### config.mk
export PLATFORM = sky130hd
export DESIGN_NAME = xadc_dac_bridge
export DESIGN_NICKNAME = d
export VERILOG_FILES = /design/src/rtl/xadc_dac_pkg.sv /design/src/rtl/da2_serializer.sv /design/src/rtl/xadc_dac_bridge.sv
export SDC_FILE = /design/constraint.sdc
export NUM_CORES = 1
export LEC_CHECK = 0
export CAP_MARGIN = 0
export CORE_UTILIZATION = 56
export CTS_BUF_LIST = sky130_fd_sc_hd__clkbuf_4 sky130_fd_sc_hd__clkbuf_8
export DETAILED_ROUTE_END_ITERATION = 16
export PLACE_DENSITY = 0.78
export SLEW_MARGIN = 25
export SYNTH_ARGS = -nofsm -noshare
export SYNTH_HDL_FRONTEND = slang
export SYNTH_SLANG_ARGS = --single-unit
### constraint.sdc
create_clock -name clk -period 3 [get_ports clk]
set_input_delay 0.45 -clock clk [delete_from_list [all_inputs] [get_ports clk]]
set_output_delay 0.45 -clock clk [all_outputs]
set_load 0.02 [all_outputs]
### src/rtl/xadc_dac_pkg.sv
// Shared constants and state encodings for the XADC-to-PmodDA2 bridge.
package xadc_dac_pkg;

   localparam int unsigned DA2_FRAME_BITS = 16;
   localparam int unsigned DA2_PAD_BITS   = 4;
   localparam int unsigned DA2_DATA_W     = 12;

   typedef enum logic {
      D_IDLE,
      D_WAIT
   } drp_state_t;

   typedef enum logic [1:0] {
      S_IDLE,
      S_SHIFT,
      S_GAP
   } ser_state_t;

endpackage

### src/rtl/da2_serializer.sv
// Shifts two 12-bit words out as one 16-bit PmodDA2 frame on D1/D2, MSB first.
module da2_serializer
   import xadc_dac_pkg::*;
#(
   parameter int unsigned CLK_DIV = 2
) (
   input  logic                  clk,
   input  logic                  rst,
   input  logic                  start,
   input  logic [DA2_DATA_W-1:0] data_a,
   input  logic [DA2_DATA_W-1:0] data_b,
   output logic                  dac_sync_n,
   output logic                  dac_sclk,
   output logic                  dac_d1,
   output logic                  dac_d2,
   output logic                  done
);

   localparam int unsigned      HC_W     = (CLK_DIV > 1) ? $clog2(CLK_DIV) : 1;
   localparam int unsigned      BIT_W    = $clog2(DA2_FRAME_BITS);
   localparam logic [HC_W-1:0]  HC_LAST  = HC_W'(CLK_DIV - 1);
   localparam logic [BIT_W-1:0] BIT_LAST = BIT_W'(DA2_FRAME_BITS - 1);

   ser_state_t                state_q, state_d;
   logic [HC_W-1:0]           hc_q, hc_d;
   logic [BIT_W-1:0]          bit_q, bit_d;
   logic                      sclk_q, sclk_d;
   logic                      sync_q, sync_d;
   logic                      done_q, done_d;
   logic [DA2_FRAME_BITS-1:0] sh_a_q, sh_a_d;
   logic [DA2_FRAME_BITS-1:0] sh_b_q, sh_b_d;

   always_comb begin
      state_d = state_q;
      hc_d    = hc_q;
      bit_d   = bit_q;
      sclk_d  = sclk_q;
      sync_d  = sync_q;
      done_d  = 1'b0;
      sh_a_d  = sh_a_q;
      sh_b_d  = sh_b_q;
      unique case (state_q)
         S_IDLE: begin
            if (start) begin
               state_d = S_SHIFT;
               hc_d    = '0;
               bit_d   = '0;
               sclk_d  = 1'b1;
               sync_d  = 1'b0;
               sh_a_d  = {{DA2_PAD_BITS{1'b0}}, data_a};
               sh_b_d  = {{DA2_PAD_BITS{1'b0}}, data_b};
            end
         end
         S_SHIFT: begin
            if (hc_q == HC_LAST) begin
               hc_d = '0;
               if (sclk_q) begin
                  sclk_d = 1'b0;
               end else if (bit_q == BIT_LAST) begin
                  // Half-period after the last falling edge: release the bus, SCLK idles high
                  sclk_d  = 1'b1;
                  sync_d  = 1'b1;
                  sh_a_d  = '0;
                  sh_b_d  = '0;
                  state_d = S_GAP;
               end else begin
                  sclk_d = 1'b1;
                  bit_d  = bit_q + 1'b1;
                  sh_a_d = sh_a_q << 1;
                  sh_b_d = sh_b_q << 1;
               end
            end else begin
               hc_d = hc_q + 1'b1;
            end
         end
         S_GAP: begin
            if (hc_q == HC_LAST) begin
               state_d = S_IDLE;
               done_d  = 1'b1;
            end else begin
               hc_d = hc_q + 1'b1;
            end
         end
         default: state_d = S_IDLE;
      endcase
   end

   always_ff @(posedge clk) begin
      if (rst) begin
         state_q <= S_IDLE;
         hc_q    <= '0;
         bit_q   <= '0;
         sclk_q  <= 1'b1;
         sync_q  <= 1'b1;
         done_q  <= 1'b0;
         sh_a_q  <= '0;
         sh_b_q  <= '0;
      end else begin
         state_q <= state_d;
         hc_q    <= hc_d;
         bit_q   <= bit_d;
         sclk_q  <= sclk_d;
         sync_q  <= sync_d;
         done_q  <= done_d;
         sh_a_q  <= sh_a_d;
         sh_b_q  <= sh_b_d;
      end
   end

   assign dac_sync_n = sync_q;
   assign dac_sclk   = sclk_q;
   assign dac_d1     = sh_a_q[DA2_FRAME_BITS-1];
   assign dac_d2     = sh_b_q[DA2_FRAME_BITS-1];
   assign done       = done_q;

endmodule

### src/rtl/xadc_dac_bridge.sv
// Reads XADC conversions over DRP, averages per channel and streams two channels to a PmodDA2.
module xadc_dac_bridge
   import xadc_dac_pkg::*;
#(
   parameter int unsigned NUM_CH     = 4,
   parameter int unsigned CH_BASE    = 16,
   parameter int unsigned AVG_LOG2   = 0,
   parameter int unsigned CLK_DIV    = 2,
   parameter int unsigned UPDATE_DIV = 1000,
   localparam int unsigned IDX_W     = (NUM_CH > 1) ? $clog2(NUM_CH) : 1
) (
   input  logic             clk,
   input  logic             rst,
   input  logic             eoc_in,
   input  logic [4:0]       channel_in,
   output logic             drp_den,
   output logic [6:0]       drp_daddr,
   input  logic             drp_drdy,
   input  logic [15:0]      drp_do,
   input  logic [IDX_W-1:0] sel_a,
   input  logic [IDX_W-1:0] sel_b,
   output logic             dac_sync_n,
   output logic             dac_sclk,
   output logic             dac_d1,
   output logic             dac_d2,
   output logic             dac_done,
   output logic             drp_overrun
);

   localparam int unsigned      ACC_W    = DA2_DATA_W + AVG_LOG2;
   localparam int unsigned      CNT_W    = (AVG_LOG2 > 0) ? AVG_LOG2 : 1;
   localparam int unsigned      UPD_W    = (UPDATE_DIV > 1) ? $clog2(UPDATE_DIV) : 1;
   localparam logic [CNT_W-1:0] CNT_LAST = CNT_W'((1 << AVG_LOG2) - 1);
   localparam logic [UPD_W-1:0] UPD_LAST = UPD_W'(UPDATE_DIV - 1);

   drp_state_t            dstate_q, dstate_d;
   logic                  den_q, den_d;
   logic [6:0]            daddr_q, daddr_d;
   logic [4:0]            ch_q, ch_d;
   logic                  ovr_q, ovr_d;
   logic                  capture;

   logic [DA2_DATA_W-1:0] tbl_q [NUM_CH];
   logic [DA2_DATA_W-1:0] tbl_d [NUM_CH];
   logic [ACC_W-1:0]      acc_q [NUM_CH];
   logic [ACC_W-1:0]      acc_d [NUM_CH];
   logic [CNT_W-1:0]      cnt_q [NUM_CH];
   logic [CNT_W-1:0]      cnt_d [NUM_CH];
   logic [NUM_CH-1:0]     valid_q, valid_d;
   logic [UPD_W-1:0]      upd_q, upd_d;

   logic [31:0]           ch_off;
   logic                  in_range;
   logic [IDX_W-1:0]      idx;
   logic [DA2_DATA_W-1:0] sample;
   logic [ACC_W-1:0]      sum;
   logic                  tick;
   logic [DA2_DATA_W-1:0] data_a, data_b;
   logic                  unused_lsbs;

   assign sample      = drp_do[15:4];
   assign unused_lsbs = ^drp_do[3:0];

   always_comb begin
      dstate_d = dstate_q;
      den_d    = 1'b0;
      daddr_d  = daddr_q;
      ch_d     = ch_q;
      ovr_d    = ovr_q;
      capture  = 1'b0;
      unique case (dstate_q)
         D_IDLE: begin
            if (eoc_in) begin
               den_d    = 1'b1;
               daddr_d  = {2'b00, channel_in};
               ch_d     = channel_in;
               dstate_d = D_WAIT;
            end
         end
         D_WAIT: begin
            if (eoc_in) ovr_d = 1'b1;
            if (drp_drdy) begin
               capture  = 1'b1;
               dstate_d = D_IDLE;
            end
         end
         default: dstate_d = D_IDLE;
      endcase
   end

   // Channels below CH_BASE wrap to huge offsets, so one compare covers both bounds
   assign ch_off   = 32'(ch_q) - CH_BASE;
   assign in_range = ch_off < NUM_CH;
   assign idx      = ch_off[IDX_W-1:0];

   always_comb begin
      tbl_d   = tbl_q;
      acc_d   = acc_q;
      cnt_d   = cnt_q;
      valid_d = valid_q;
      sum     = acc_q[idx] + ACC_W'(sample);
      if (capture && in_range) begin
         if (cnt_q[idx] == CNT_LAST) begin
            tbl_d[idx]   = DA2_DATA_W'(sum >> AVG_LOG2);
            valid_d[idx] = 1'b1;
            acc_d[idx]   = '0;
            cnt_d[idx]   = '0;
         end else begin
            acc_d[idx] = sum;
            cnt_d[idx] = cnt_q[idx] + 1'b1;
         end
      end
   end

   assign tick  = (upd_q == UPD_LAST);
   assign upd_d = tick ? '0 : upd_q + 1'b1;

   assign data_a = (32'(sel_a) < NUM_CH && valid_q[sel_a]) ? tbl_q[sel_a] : '0;
   assign data_b = (32'(sel_b) < NUM_CH && valid_q[sel_b]) ? tbl_q[sel_b] : '0;

   always_ff @(posedge clk) begin
      if (rst) begin
         dstate_q <= D_IDLE;
         den_q    <= 1'b0;
         daddr_q  <= '0;
         ch_q     <= '0;
         ovr_q    <= 1'b0;
         tbl_q    <= '{default: '0};
         acc_q    <= '{default: '0};
         cnt_q    <= '{default: '0};
         valid_q  <= '0;
         upd_q    <= '0;
      end else begin
         dstate_q <= dstate_d;
         den_q    <= den_d;
         daddr_q  <= daddr_d;
         ch_q     <= ch_d;
         ovr_q    <= ovr_d;
         tbl_q    <= tbl_d;
         acc_q    <= acc_d;
         cnt_q    <= cnt_d;
         valid_q  <= valid_d;
         upd_q    <= upd_d;
      end
   end

   da2_serializer #(
      .CLK_DIV (CLK_DIV)
   ) u_ser (
      .clk        (clk),
      .rst        (rst),
      .start      (tick),
      .data_a     (data_a),
      .data_b     (data_b),
      .dac_sync_n (dac_sync_n),
      .dac_sclk   (dac_sclk),
      .dac_d1     (dac_d1),
      .dac_d2     (dac_d2),
      .done       (dac_done)
   );

   assign drp_den     = den_q;
   assign drp_daddr   = daddr_q;
   assign drp_overrun = ovr_q;

endmodule

Word level (Yosys, flattened, before mapping)
Index checks and enable logic that the tools add are counted.
{"block": "totals", "out_inout_bits": 14, "elab_cells": 148, "in_bits": 29, "ff_bits": 164}
{"block": "op_classes", "eq_ne": 10, "n_addsub": 6, "bitwise": 11, "n_mux": 68, "magnitude_cmp": 9, "n_reduce_logical": 18}
{"op": "two-way mux 16 bit", "n": 8}
{"op": "two-way mux 12 bit", "n": 9}
{"op": "bitwise mux 48 bit", "n": 2}
{"op": "binary-select mux 12 bit (select 2 bit)", "n": 3}
{"op": "case mux 16 bit (2 select lines)", "n": 2}
{"op": "AND 48 bit", "n": 1}
{"op": "two-way mux 48 bit", "n": 1}
{"op": "inverter 48 bit", "n": 1}
{"op": "less-than comparator 32 x 3 -> 1 bit, second input constant", "n": 1}
{"op": "demux 12 bit (select 2 bit)", "n": 1}
{"op": "two-way mux 1 bit", "n": 20}
{"op": "two-way mux 4 bit", "n": 5}
{"op": "AND reduction 5 bit", "n": 3}
{"op": "adder 12 bit", "n": 1}
{"op": "adder 10 x 1 -> 10 bit, second input constant", "n": 1}
{"op": "equality test 10 bit, second input constant", "n": 1}
{"op": "two-way mux 2 bit", "n": 5}
{"op": ">= comparator 3 bit, second input constant", "n": 3}
{"op": "less-than comparator 2 x 3 -> 1 bit, second input constant", "n": 3}
{"op": "inverter 2 -> 3 bit", "n": 3}
{"op": "case mux 4 bit (2 select lines)", "n": 1}
{"op": "AND reduction 2 bit", "n": 4}
{"op": "binary-select mux 1 bit (select 2 bit)", "n": 3}
{"op": "!= test 2 x 1 -> 1 bit, second input constant", "n": 3}
{"op": "other kinds (25)", "n": 37}

Depth between registers and ports, before layout
{"block": "depth", "depth_word": 9, "mapped_depth": 11, "depth_no_buf": 9}

Modules after synthesis
Synthesis repeated with hierarchy kept, for this count alone.
{"block": "unflattened", "cells_unflattened": 966, "area_unflattened_um2": 8499.4}
{"module": "xadc_dac_bridge", "instances": 1, "cells_each": 726, "seq_area_each_um2": 2442.3, "area_per_inst_um2": 6521.3}
{"module": "da2_serializer", "instances": 1, "cells_each": 240, "seq_area_each_um2": 840.8, "area_per_inst_um2": 1978.1}

Worst setup path before layout
No wires, ideal clock.
{"block": "synth_timing", "kind": "flip-flop to flip-flop", "start": "reg ch_q[0]", "end": "reg acc_q[31] in the netlist's numbering", "required_time_ns": 2.878, "setup_slack_ns": -0.382, "path_stages_with_launch": 12, "setup_time_ns": 0.122, "n_path_buf": 3, "period_less_slack_ns": 3.382, "arrival_time_ns": 3.260, "cell_sequence": "dfxtp_1 -> buf_2 -> buf_2 -> mux4_2 -> ha_1 -> a21oi_1 -> and2_1 -> o21ai_0 -> a31oi_1 -> buf_2 -> nor3_1 -> a311o_1"}
{"block": "synth_between", "elab_chain_cells": 9, "word_cells_on_any_way": 20, "cone_classes": "2 x add/sub; 3 x order compare; 10 x mux; 3 x bitwise; 2 x reduce/logical"}
{"item": "start, declared", "line": "xadc_dac_bridge.sv:39", "source": "logic [4:0] ch_q, ch_d;"}
{"item": "start signal, assigned", "line": "xadc_dac_bridge.sv:137", "source": "ch_q <= ch_d;"}
{"item": "subtractor 5 x 5 -> 6 bit *", "line": "xadc_dac_bridge.sv:92", "source": "assign ch_off = 32'(ch_q) - CH_BASE;"}
{"item": "branches (longest 8 deep; another with adder 12 bit)"}
{"item": "end signal, assigned", "line": "xadc_dac_bridge.sv:129", "source": "acc_q <= '{default: '0};"}
{"item": "end signal, assigned", "line": "xadc_dac_bridge.sv:140", "source": "acc_q <= acc_d;"}
{"item": "end, declared", "line": "xadc_dac_bridge.sv:45", "source": "logic [ACC_W-1:0] acc_q [NUM_CH];"}
Every way passes the cells marked *. The select of a mux whose other input is x is not followed.
A chain may end at the register's enable or synchronous reset.

Final worst setup path
{"block": "layout_timing", "start": "reg ch_q[0]", "end": "reg acc_q[34] in the netlist's numbering"}
The elaborated chain is that of the path after synthesis.

==> results.toml <==
[status]
run_status = "complete, no violations"

[power_and_ir_drop]
power-per-cell-area_nw_per_um2 = 527
max-vdd-ir-drop_mv = 0.555
total_leakage_power_nw = 3.23

[route]
ratio_of_routed_vias_to_standard_cells = 6.07
wl_per_cell_um = 17.9
detail_route.drc_violations = 0
detail_route.wirelength_um = 18600
via_count = 6310
drt_pass1_iterations = 5
initialDrtViolationCount = 476
postRouteAntennaNets = 0

[global_route]
largest_net_degree_at_the_start_of_global_routing = 88
antenna_found_initial = 0
grt_first_pass_wirelength_um = 30500
global_route.overflow_total = 0
grt_pass1_vias = 6143
grt_usage_pct = 27.5

[sta]
clock_skew_ns = 0.00749
hold_violations = 0
report.final.setup_viol = 0
tns_ns = 0
max_slew_margin_pct = 49.5
grt_setup_unrepaired = "true"
drv_slew = 0
finalCritPeriodShare_pct = 99.7
maxClockFrequency_ghz = 0.334
period_minus_slack_ns = 2.99
transition_time_at_the_pin_with_the_least_slew_margin_ns = 0.753
postLayoutSetupSlackWorst_ns = 0.00763

[finish]
fraction_of_layout_instances_using_a_drive_strength_above_1_pct = 16.5
nets = 898
antenna_cells_inserted = 0
num-fill-cells = 1037
layoutNonFillerInstCount = 1039
area_growth_pct = 16.4

[floorplan]
die-height_um = 119
core-area_sq_um = 13300
initial_utilization_pct = 57.6
fp.dieW_um = 119
fp-row-count = 42
io-pin-count = 43
total_die_area_sq_um = 14100

[clock_tree]
clk_root_buffer_cell = "sky130_fd_sc_hd__clkbuf_8"
max-clock-path-buffers = 2
cts.clk_slew.worst_paths_ns = 0.08
numCtsBuffers = 17
clk-insertion-delay-late_ns = 0.46
post_cts_hold_buffer_count = 0
clock_sinks = 164
tritoncts = "yes"
clock_tree.htree_level_count = 4

[placement]
buffer_ports.inserted = 36
place.gp.congestion = 0.985
place_inst = 1007
place_hpwl_um = 12700
dpl_worst_slack_ns = -0.179

[synth]
share_of_the_synthesized_area_in_the_top_cell_type_pct = 42.9
post_synth_most_frequent_cells = "164 x sky130_fd_sc_hd__dfxtp_1, 134 x sky130_fd_sc_hd__nor2_1, 77 x sky130_fd_sc_hd__nand2_1"
number_of_enable_type_register_cells_in_the_synthesized_netlist = 0
synthesis.area_sq_um = 7660
synthesis.yosys.warnings = 0
sequential_to_total_area_share_from_yosys_stat_pct = 42.9
synth_async_sr_flop_share_pct = 0
synth.most_common_cell = "sky130_fd_sc_hd__dfxtp_1"
yosys_register_bits = 164
ys_dominant_reg_cell = "sky130_fd_sc_hd__dfxtp_1"
synth_top_cells_by_area = "sky130_fd_sc_hd__dfxtp_1 43%, sky130_fd_sc_hd__mux4_2 11%, sky130_fd_sc_hd__nor2_1 6.6%"
synth_cell_types = 53
postSynthAreaPerCell_sq_um = 9.48
synthesis.instances = 808
synth_top_cell_by_area = "sky130_fd_sc_hd__dfxtp_1"

[flow_run]
max-cap-violations = 0

[worst_setup_path]
critPathRequiredTime_ns = 3.33
timing.setup.critical_path_class = "flop to flop"
worst-path-max-fanout = 8
cp.arrival_ns = 3.32
cp_slowest_cell = "sky130_fd_sc_hd__mux4_2"
crit_path_start_kind = "flop"
crit_chain = "mux4_2, ha_4, fa_2, a21oi_4, o211ai_1, a221o_1, o31ai_4, xor2_4, o41ai_2"
critical-path-max-stage-delay_ns = 0.54
cp-end-kind = "flop"

[min_path]
hold_path_class = "flop to flop"
-- path summary, 6_finish.rpt --
path,cells past startpoint,start,endpoint,slack [ns]
max,9,ch_q[0],acc_q[34],0.008
max reg2reg,9,ch_q[0],acc_q[34],0.008
min,2,acc_q[46],acc_q[46],0.45
min reg2reg,2,acc_q[46],acc_q[46],0.45
-- cell usage in the layout (no fill, tap or decap), types with 5 or more instances in the layout --
cell and n:
sky130_fd_sc_hd__dfxtp_1 162, sky130_fd_sc_hd__nor2_1 132, sky130_fd_sc_hd__nand2_1 77, sky130_fd_sc_hd__a21oi_1 43
sky130_fd_sc_hd__buf_4 39, sky130_fd_sc_hd__mux4_2 38, sky130_fd_sc_hd__mux2i_1 35, sky130_fd_sc_hd__clkdlybuf4s50_1 35
sky130_fd_sc_hd__nor3_1 32, sky130_fd_sc_hd__nand3_1 28, sky130_fd_sc_hd__a221oi_1 22, sky130_fd_sc_hd__and3_1 20
sky130_fd_sc_hd__clkbuf_8 19, sky130_fd_sc_hd__o21ai_0 18, sky130_fd_sc_hd__ha_1 13, sky130_fd_sc_hd__inv_1 12
sky130_fd_sc_hd__xor2_1 10, sky130_fd_sc_hd__a211oi_1 9, sky130_fd_sc_hd__and2_1 8, sky130_fd_sc_hd__o31ai_1 7
sky130_fd_sc_hd__a311o_1 7, sky130_fd_sc_hd__o31ai_2 5, sky130_fd_sc_hd__xnor2_1 5, sky130_fd_sc_hd__a22oi_1 5
-- where the power goes --
group          leakage (nW)  switching [mW]  internal (mW)
clock                 0.223           0.776          0.960
sequential             1.32          0.0549           2.26
combinational          1.68           0.379          0.259
total                  3.23            1.21           3.48
-- kinds of logic (layout without fill, tap and decap cells) --
group,Yosys count,in the layout,share of synthesized area (%)
AO/OA/AOI/OAI,150,150,13.7
XOR/XNOR,18,18,2.16
adder cells (fa/ha/maj),17,17,2.88
buffers and inverters,67,121,4.22
flip-flops,164,164,42.9
multiplexers,73,73,15.8
other,1,2,0.0490
AND/OR/NAND/NOR,318,318,18.4
-- state kept, by name, summed over array words and instances, names as in the netlist --
name and flops:
acc_q 48, ch_q 5, cnt_q 4, drp_den 1
drp_overrun 1, dstate_q 1, tbl_q 48, u_ser.bit_q 4
u_ser.dac_sclk 1, u_ser.dac_sync_n 1, u_ser.done 1, u_ser.hc_q 1
u_ser.sh_a_q 16, u_ser.sh_b_q 16, u_ser.state_q 2, upd_q 10
valid_q 4
-- worst max-delay path, delay by kind of cell (launching register included) --
family	cells	cell delay, ns
adder cells (fa/ha/maj)	2	0.56
multiplexers	1	0.54
flip-flops	1	0.38
XOR/XNOR	1	0.31
AO/OA/AOI/OAI	5	1.06
-- routing by layer --
layer  up-vias  routed length (um)  track usage, %
li1       2992                   -               -
met5         -                   0               0
met1      3093                7880            34.5
met4         0                 277            7.44
met2       195                9430            47.1
met3        30                 995            6.56
-- repair_timing --
action	4_1_cts	5_1_grt
pin swaps	11	10
setup endpoints to repair	27	33
gates cloned	0	0
setup buffers	1	2
gates resized for setup	13	19
-- metrics by stage --
stage	utilization (%)	hold WS [ns]	cell area [sq um]	power (mW)
floorplan	-	0.415	7690	2.82
global route	67.0	0.474	8910	4.89
finish	67.0	0.449	8910	4.69
CTS	66.2	0.443	8810	4.70
global placement	62.5	0.426	8300	2.96
detailed placement	62.5	0.439	8300	2.98
-- cell type report --
| cell class | instances | area, sq um | share of cell area [%] |
|---|---|---|---|
| Clock buffer | 21 | 277 | 3.10 |
| Clock inverter | 9 | 153 | 1.71 |
| Inverter | 14 | 52.6 | 0.590 |
| Multi-Input combinational cell | 578 | 4230 | 47.4 |
| Sequential cell | 164 | 3290 | 36.9 |
| Tap cell | 176 | 220 | 2.47 |
| Timing Repair Buffer | 77 | 694 | 7.79 |
Note: power is estimated with default switching activity, not from simulation.
==> edit 1 (config.mk and constraints unchanged) <==
Take the reset off `sh_a_q` and `sh_b_q` and load them in a clocked block of their own.
--- a/src/rtl/da2_serializer.sv
+++ b/src/rtl/da2_serializer.sv
@@ -94,6 +94,4 @@
          sync_q  <= 1'b1;
          done_q  <= 1'b0;
-         sh_a_q  <= '0;
-         sh_b_q  <= '0;
       end else begin
          state_q <= state_d;
@@ -103,7 +101,10 @@
          sync_q  <= sync_d;
          done_q  <= done_d;
-         sh_a_q  <= sh_a_d;
-         sh_b_q  <= sh_b_d;
       end
+   end
+
+   always_ff @(posedge clk) begin
+      sh_a_q <= sh_a_d;
+      sh_b_q <= sh_b_d;
    end
 
Function: no difference found for any inputs over 10 cycles, from zero or initial values and one cycle with rst high; that may be too few to reach the edited logic, so the function may still have changed.
==> edit 1 against the unedited design <==
- worst setup slack better by 0.11 ns
- critical path depth shrank 1
- routed wire length down 8.3%
- total power decreased by 11%
- area after synthesis grew 1.1%
- sequential cell count is the same
- combinational power is 30% lower
- design area fell by 1.0%
==> edit 1: results (changes against the unedited design) <==
[route]
via_count = 5845  ; -7.4%
wl_met1_mm = 7.41  ; -6.0%
drt_iter0_markers = 449  ; -5.7%
routed_wirelength_mm = 17.0  ; -8.3%
via_per_inst = 6.03  ; -0.68%

[timing]
fin_skew_ns = 0.00889  ; +0.00140 ns
hold_ws_ns = 0.457  ; +0.00768 ns
post-route-min-period_ns = 2.88  ; -0.113 ns

[global_routing]
vias_in_the_first_global_route = 5643  ; -8.1%
grt_start_max_net_pins = 61  ; -31%
grt_pass1_wl_mm = 28.2  ; -7.4%

[pwr]
pleak_nw = 3.09  ; -4.2%
power-per-cell-area_nw_per_um2 = 473  ; -10%
pg_clk_mw = 1.43  ; -18%
sw_frac_of_total_pct = 25.0  ; -0.79 points
switchingPower_mw = 1.04  ; -14%

[logic_synthesis]
synth.avg_cell_area_um2 = 10.5  ; +11%
synth_fa_ha_area_share_pct = 3.00  ; +0.13 points
synth_edf_count = 32  ; +32
post_synth_main_area_contributors = sky130_fd_sc_hd__dfxtp_1, sky130_fd_sc_hd__edfxtp_1, sky130_fd_sc_hd__mux4_2, sky130_fd_sc_hd__nand2_1, sky130_fd_sc_hd__a21oi_1
yosys.cell_types.count = 75  ; +42%

[finish]
multi_input_comb_cells = 511  ; -12%
clkbuf_count = 19  ; -9.5%
inverters = 16  ; +2
multi_input_gate_share_of_total_cell_area_pct = 44.5  ; -3.0 points

[critical_path]
critical-path-max-stage-delay_ns = 0.52  ; -0.02 ns
r2r_setup_slack_ns = 0.12  ; +0.11 ns

[status]
status = finished clean

[place]
dp.cells = 931  ; -7.5%
dpl.hpwl_mm = 12.0  ; -5.4%

==> edit 1: changes by cell type in the layout (fill, tap and decap cells not counted), moves of 14 or more <==
cell                       before  now
sky130_fd_sc_hd__dfxtp_1      162  130
sky130_fd_sc_hd__nand2_1       77  100
sky130_fd_sc_hd__nand3_1       28   14
sky130_fd_sc_hd__edfxtp_1       0   32
sky130_fd_sc_hd__a221oi_1      22    0
sky130_fd_sc_hd__mux2i_1       35    8
sky130_fd_sc_hd__nor3_1        32    1
sky130_fd_sc_hd__nor2_1       132   65
sky130_fd_sc_hd__a32o_1         0   23
==> edit 1: metal layers <==
metal  GRT usage, %  vias up
li1               -     2801
met1           32.2     2861
met2           41.9      157
met3           5.89       26
met4           8.05        0
met5              0        -
==> edit 1: final timing paths <==
path / cells past startpoint / endpoint / from
setup / recovery: 8 / tbl_q[46] / ch_q[0]
hold / removal: 2 / acc_q[23] / acc_q[23]
setup reg to reg: 8 / tbl_q[46] / ch_q[0]
hold reg to reg: 2 / acc_q[23] / acc_q[23]
==> edit 2 (same settings) <==
Made on the original files. Set the parameter `NUM_CH` to 2 (it was 4).
--- a/src/rtl/xadc_dac_bridge.sv
+++ b/src/rtl/xadc_dac_bridge.sv
@@ -3,5 +3,5 @@
    import xadc_dac_pkg::*;
 #(
-   parameter int unsigned NUM_CH     = 4,
+   parameter int unsigned NUM_CH     = 2,
    parameter int unsigned CH_BASE    = 16,
    parameter int unsigned AVG_LOG2   = 0,
Ports: changed (resized sel_a and sel_b); port bits go from 43 to 41. The function was not compared with the original's and may differ.
==> edit 2 against the unedited design <==
- final cell count is 23% lower
- clock skew up 0.0075 ns
- design area down 31%
- area after synthesis down 28%
- routed wire length decreased by 34%
- combinational power fell by 43%
- sequential cell count is 52 lower
- global-route usage decreased by 2.7 points
- total power decreased by 35%
- worst setup slack better by 0.21 ns
==> edit 2: results (changes against the unedited design) <==
[logic_synthesis]
post_synth_main_area_contributors = sky130_fd_sc_hd__dfxtp_1, sky130_fd_sc_hd__nor2_1, sky130_fd_sc_hd__mux2i_1, sky130_fd_sc_hd__nand2_1, sky130_fd_sc_hd__a21oi_1
netlist_instances = 652  ; -19%
synthXorXnorAreaFrac_pct = 2.72  ; +0.56 points
commonest_cells_post_synth = sky130_fd_sc_hd__dfxtp_1, sky130_fd_sc_hd__nor2_1, sky130_fd_sc_hd__nand2_1, sky130_fd_sc_hd__a21oi_1, sky130_fd_sc_hd__clkbuf_1
synth_sequential_area_ratio_pct = 40.9  ; -1.9 points
synth_mux_area_share_pct = 8.15  ; -7.6 points
yosys.cell_types.count = 60  ; +13%

[finish]
fillers = 784  ; -24%
layoutNonFillerInstCount = 795  ; -23%

[route]
via_count = 4648  ; -26%
drt_iter0_markers = 233  ; -51%

[status]
status = finished clean

[timing]
hold_ws_ns = 0.388  ; -0.0604 ns
fin_skew_ns = 0.0150  ; +0.00748 ns

[min_path]
min_path_type = in -> reg

[pwr]
vdd_ir_drop_max_mv = 0.242  ; -56%

[clock_network]
clk_latency_ns = 0.36  ; -0.10 ns
clock_tree.htree_level_count = 3  ; -1

[place]
pre_cts_slack_ns = -0.0681  ; +0.111 ns
dp.cells = 782  ; -22%

[global_routing]
global_route.usage.total_pct = 24.7  ; -2.7 points
grt_start_max_net_pins = 95  ; +8.0%

[critical_path]
worst_ep_arrival_time_ns = 3.05  ; -0.27 ns
critical-path-max-stage-delay_ns = 0.44  ; -0.10 ns
crit_fanout = 4  ; -4

## edit 2: cell types whose count changed in the layout (fill, tap and decap cells not counted), sizes merged, moves of 15 or more
cell,delta
dfxtp,-52
nor2,-41
mux4,-38
buf,-29
a221oi,-22
a211oi,+19
and3,-15
## edit 2: area by class of cell
class	count	area, um^2	area share (%)
clock buffers	9	124	2.02
repair buffers	46	425	6.93
inverters	13	48.8	0.795
clock inverters	4	120	1.96
multi-input cells	482	3010	49.1
well taps	129	161	2.63
flip-flops and latches	112	2240	36.5
## edit 2: how the worst max path moves through the flow
stage	startpoint	endpoint	slack, ns	cells past startpoint
after floorplan	ch_q[0]	tbl_q[20]	0.03	9
after global placement	drp_do[4]	acc_q[22]	0.004	8
after detailed placement	drp_do[4]	acc_q[22]	-0.07	8
after CTS	ch_q[0]	acc_q[22]	0.06	8
after global routing	ch_q[0]	acc_q[9]	-0.03	8
final	ch_q[0]	acc_q[22]	0.21	8
## edit 2: cells by family after synthesis
family,Yosys count
other,1
xor gates and xnor gates,17
DFF,112
and+or+nand+nor,268
adders and majority gates,17
AOI/OAI and AO/OA,135
buffers and inverters,59
muxes,43
## edit 2: worst min-delay path: cells and delay by family
| kind | cells | cell delay (ns) |
|---|---|---|
| AO/OA/AOI/OAI | 1 | 0.08 |
| buffers and inverters | 2 | 0.17 |
## edit 2: per-layer routing
metal  vias to the layer above  share of wire, %  global-route usage (%)
met5                         -                 0                       0
met4                         0               1.2                    8.03
met3                        18               4.2                    2.77
met2                       125                49                    40.4
met1                      2192                46                    34.3
li1                       2313                 -                       -
## edit 2: power by group
| group | total, mW | switching (mW) | internal [mW] |
|---|---|---|---|
| logic | 0.362 | 0.223 | 0.140 |
| registers | 1.57 | 0.0329 | 1.54 |
| clock network | 1.11 | 0.480 | 0.626 |
| total | 3.04 | 0.735 | 2.30 |
